===== src/rtl/key_event_conditioner.sv =====
// Key event conditioner: synchronises and debounces raw active-low KEY pins
// and turns each one into a clean level plus single-cycle press, release and
// long-press events for the downstream state machines.
module key_event_conditioner #(
  parameter int N_KEYS            = 2,
  parameter int DEBOUNCE_CYCLES   = 500000,
  parameter int LONG_PRESS_CYCLES = 50000000,
  parameter int CNT_W             = 26
) (
  input  logic              CLOCK_50,
  input  logic              RESET_N,
  input  logic [N_KEYS-1:0] KEY,
  output logic [N_KEYS-1:0] key_level,
  output logic [N_KEYS-1:0] key_press,
  output logic [N_KEYS-1:0] key_release,
  output logic [N_KEYS-1:0] key_long
);

  typedef enum logic [1:0] {
    IDLE,
    PRESS_WAIT,
    HELD,
    RELEASE_WAIT
  } state_t;

  // Last debounce count before a change is accepted, and the hold count one
  // cycle before the long-press threshold is reached.
  localparam logic [CNT_W-1:0] DEB_LAST  = CNT_W'(DEBOUNCE_CYCLES - 1);
  localparam logic [CNT_W-1:0] LONG_PREV = CNT_W'(LONG_PRESS_CYCLES - 1);
  localparam logic [CNT_W-1:0] CNT_MAX   = '1;
  localparam logic [CNT_W-1:0] CNT_ONE   = CNT_W'(1);

  logic [N_KEYS-1:0] sync_a;
  logic [N_KEYS-1:0] sync_b;
  logic [N_KEYS-1:0] key_on;

  // Two-flop synchroniser per key; resets to the released (high) pin level.
  always_ff @(posedge CLOCK_50 or negedge RESET_N) begin
    if (!RESET_N) begin
      sync_a <= '1;
      sync_b <= '1;
    end else begin
      sync_a <= KEY;
      sync_b <= sync_a;
    end
  end

  assign key_on = ~sync_b;

  for (genvar g = 0; g < N_KEYS; g++) begin : g_chan
    state_t           state;
    logic [CNT_W-1:0] dcnt;
    logic [CNT_W-1:0] hcnt;
    logic [CNT_W-1:0] hcnt_inc;
    logic             long_done;
    logic             long_hit;
    logic             level_r;
    logic             press_r;
    logic             release_r;
    logic             long_r;

    assign hcnt_inc = (hcnt == CNT_MAX) ? hcnt : hcnt + CNT_ONE;
    assign long_hit = !long_done && (hcnt == LONG_PREV);

    // Per-channel debounce FSM with hold timer and registered event pulses.
    always_ff @(posedge CLOCK_50 or negedge RESET_N) begin
      if (!RESET_N) begin
        state     <= IDLE;
        dcnt      <= '0;
        hcnt      <= '0;
        long_done <= 1'b0;
        level_r   <= 1'b0;
        press_r   <= 1'b0;
        release_r <= 1'b0;
        long_r    <= 1'b0;
      end else begin
        press_r   <= 1'b0;
        release_r <= 1'b0;
        long_r    <= 1'b0;
        case (state)
          IDLE: begin
            long_done <= 1'b0;
            if (key_on[g]) begin
              state <= PRESS_WAIT;
              dcnt  <= CNT_ONE;
            end
          end
          PRESS_WAIT: begin
            if (!key_on[g]) begin
              state <= IDLE;
              dcnt  <= '0;
            end else if (dcnt == DEB_LAST) begin
              state   <= HELD;
              dcnt    <= '0;
              level_r <= 1'b1;
              press_r <= 1'b1;
              hcnt    <= '0;
            end else begin
              dcnt <= dcnt + CNT_ONE;
            end
          end
          HELD: begin
            hcnt <= hcnt_inc;
            if (long_hit) begin
              long_r    <= 1'b1;
              long_done <= 1'b1;
            end
            if (!key_on[g]) begin
              state <= RELEASE_WAIT;
              dcnt  <= CNT_ONE;
            end
          end
          RELEASE_WAIT: begin
            if (!key_on[g] && (dcnt == DEB_LAST)) begin
              state     <= IDLE;
              dcnt      <= '0;
              level_r   <= 1'b0;
              release_r <= 1'b1;
              hcnt      <= '0;
              long_done <= 1'b0;
            end else begin
              hcnt <= hcnt_inc;
              if (long_hit) begin
                long_r    <= 1'b1;
                long_done <= 1'b1;
              end
              if (key_on[g]) begin
                state <= HELD;
                dcnt  <= '0;
              end else begin
                dcnt <= dcnt + CNT_ONE;
              end
            end
          end
          default: begin
            state <= IDLE;
          end
        endcase
      end
    end

    assign key_level[g]   = level_r;
    assign key_press[g]   = press_r;
    assign key_release[g] = release_r;
    assign key_long[g]    = long_r;
  end

endmodule

===== config.mk =====
export PLATFORM = sky130hd
export DESIGN_NAME = key_event_conditioner
export DESIGN_NICKNAME = d
export VERILOG_FILES = /design/src/rtl/key_event_conditioner.sv
export SDC_FILE = /design/constraint.sdc
export NUM_CORES = 1
export LEC_CHECK = 0
export BUFFER_PORTS_ARGS = -buffer_cell sky130_fd_sc_hd__buf_2
export CORE_MARGIN = 2
export CORE_UTILIZATION = 30
export CTS_CLUSTER_DIAMETER = 30
export DETAILED_ROUTE_END_ITERATION = 6
export PLACE_DENSITY = 0.45
export SETUP_SLACK_MARGIN = 0.1
export SYNTH_ARGS = -nofsm -noshare
export SYNTH_HDL_FRONTEND = slang
export SYNTH_SLANG_ARGS = --single-unit

===== constraint.sdc =====
create_clock -name CLOCK_50 -period 3.7 [get_ports CLOCK_50]
set_input_delay 0.185 -clock CLOCK_50 [delete_from_list [all_inputs] [get_ports CLOCK_50]]
set_output_delay 0.185 -clock CLOCK_50 [all_outputs]
set_load 0.005 [all_outputs]

==> results_dict.tcl <==
set metrics [dict create \
    outcome "finished clean" \
    synth_cell_type_count 59 \
    rows 56 \
    timing.setup.tns_ns 0 \
    stdcell_area_um2 8168 \
    yosys_warnings 0 \
    syn_avg_cell_area_um2 8.843 \
    die_w_um 158.7 \
    cap_violations 0 \
    synth_edf_count 0 \
    cp.required_ns 3.99 \
    portBuffers 11 \
    syn_inst 812 \
    finalCriticalPeriod_ns 2.804 \
    worstSetupStartpointType "flip-flop" \
    clk_latency_ns 0.42 \
    reg2reg_setup_slack_ns 0.90 \
    syn_to_final_growth_pct 13.75 \
    ys_seq_area_frac 0.4259 \
    drive_above_1_share 0.09693 \
    final_common_cell "dfrtp_1" \
    cts_root_buffer "clkbuf_16" \
    p_leak_nw 3.234 \
    placed_area_um2 7482 \
    crit_arrival_ns 3.09 \
    final.setup.worst_slack_ns 0.8963 \
    pwr_density_cell_nw_per_um2 411.4 \
    r2r-end "g_chan[1].hcnt[7]" \
    tightest_slew_ns 0.9725 \
    postCtsResizedCells 0 \
    multi_input_area_um2 3742 \
    postRouteAntennaNets 0 \
    die_h_um 158.7 \
    dp_hpwl_mm 12.98 \
    die_area_um2 25190 \
    fin_cells 1134 \
    r2r_cells 6 \
    cts_htree_levels 4 \
    gp_congestion 0.8110 \
    grtUsageTotal 0.1576 \
    cts_setup_buffers 0 \
    initial_core_util 0.3059 \
    crit_path_end_kind "flip-flop" \
    max_freq_mhz 356.7 \
    antenna_cells 0 \
    ys_seq_elements 122 \
    synth_top_area_share 0.4112 \
    grt_pass1_vias 6200 \
    worstReg2RegStart "g_chan[1].dcnt[0]" \
    cts_buffers 17 \
    ys.flop_type "dfrtp_1" \
    drc 0 \
    syn-num-nets 820 \
    yosysTopAreaCell "dfrtp_1" \
    clk_pin_slew_ns 0.06 \
    place_ws_ns 0.9240 \
    cts_buffer_depth 2 \
    wl_per_cell_um 17.15 \
    seq_area_um2 3058 \
    path_class "reg -> reg" \
    ios 12 \
    core_um2 23470 \
    grt_max_degree 55 \
    peakVddDrop_mv 0.2753 \
    fin_nets 810 \
    fillers 2394 \
    crit_end "g_chan[1].hcnt[7]" \
    vias_per_cell 5.660 \
    tritoncts "done" \
    setup_viol 0 \
    hold_viol 0 \
    totalWireLength_mm 19.45 \
    async_flop_share 1.000 \
    cts_sinks 122 \
    dr.pass1.iters 4 \
    dpl.cell_count 1099 \
    worst_clock_skew_ns 0.005854 \
    slew_violations 0 \
    ctsHoldBuffers 3 \
    grt_pass1_wl_mm 32.49 \
    dr.first_iter.drc_count 457 \
    layout_common_cells "dfrtp_1 (118), nand2_1 (68), a21oi_1 (68)" \
    grt_overflow 0 \
    netlist_area_um2 7181 \
    grt_setup_unrepaired "no" \
    period_share 0.7578 \
    synth_area_leaders "dfrtp_1 (41%), a21oi_1 (4.8%), nand3_1 (4.1%)" \
    antenna_found_initial 0 \
    hp-class "reg -> reg" \
    worst-path-max-fanout 31 \
    setup.worst_path.start "g_chan[1].dcnt[0]" \
    relSlewSlack 0.3516 \
    num_vias 6419 \
]
## layout make-up
type,instances,area share
Inverter,30,0.01379
Sequential cell,122,0.3744
Clock buffer,25,0.06066
Tap cell,319,0.04887
Multi-Input combinational cell,602,0.4582
Clock inverter,7,0.01961
Timing Repair Buffer,29,0.02451
## logic make-up after synthesis
logic type / share of synthesized area
multiplexers: 0.01533
flip-flops: 0.4259
buffers and inverters: 0.05593
AND/OR/NAND/NOR: 0.2770
AO/OA/AOI/OAI: 0.2067
XOR/XNOR: 0.01220
adder cells (fa/ha/maj): 0.006970
## stage by stage
stage / utilization / hold WS [ns] / total power [mW]
6_report: 0.3480 / 0.3744 / 3.360
4_1_cts: 0.3480 / 0.3893 / 3.412
3_5_place_dp: 0.3188 / 0.2917 / 1.498
2_1_floorplan: - / -0.1106 / 1.443
5_1_grt: 0.3480 / 0.3867 / 3.486
3_3_place_gp: 0.3188 / 0.2930 / 1.496
## registers in the layout, indices dropped and copies added (netlist names)
name	count
g_chan.hcnt	52
g_chan.long_done	2
g_chan.release_r	2
sync_b	2
g_chan.press_r	2
g_chan.state	4
g_chan.dcnt	52
g_chan.long_r	2
sync_a	2
g_chan.level_r	2
## worst min-delay path by stage
stage,startpoint,endpoint,cells past startpoint
2_1_floorplan,RESET_N,g_chan[0].dcnt[0],0
3_3_place_gp,KEY[0],sync_a[0],1
3_5_place_dp,KEY[0],sync_a[0],1
4_1_cts,sync_a[1],sync_b[1],0
5_1_grt,sync_a[1],sync_b[1],0
6_report,sync_a[0],sync_b[0],0
## per-layer routing
metal,vias up,wire length [um],global-route usage
met3,17,662,0.03396
met2,142,9151,0.2537
met1,3168,9369,0.2112
li1,3092,-,-
met5,-,0,0
met4,0,264,0.05046
## cell usage after synthesis, drive strengths merged (10+ instances only)
| cell type | number |
|---|---|
| buf | 29 |
| a31oi | 21 |
| and2 | 12 |
| nor4 | 19 |
| or4 | 26 |
| o31ai | 25 |
| a21oi | 69 |
| nor3 | 21 |
| or3 | 13 |
| nand4 | 39 |
| nand3 | 59 |
| dfrtp | 118 |
| a22o | 11 |
| and3 | 21 |
| o21ai | 33 |
| a21o | 11 |
| clkbuf | 29 |
| a41oi | 10 |
| nand2 | 68 |
| and4 | 14 |
| mux2i | 11 |
| inv | 30 |
| nor2 | 35 |
## worst max-delay path, stage by stage (launching register included)
cell	delay, ns
dfrtp_1	0.41
ha_1	0.23
and4_1	0.39
and4_1	0.42
a41oi_4	0.46
or4_1	0.65
o311ai_0	0.11
## power breakdown
part	internal [mW]	switching, mW
combinational	0.0338	0.0763
clock	1.27	0.619
sequential	1.35	0.0166
(Power assumes the default switching activity.)
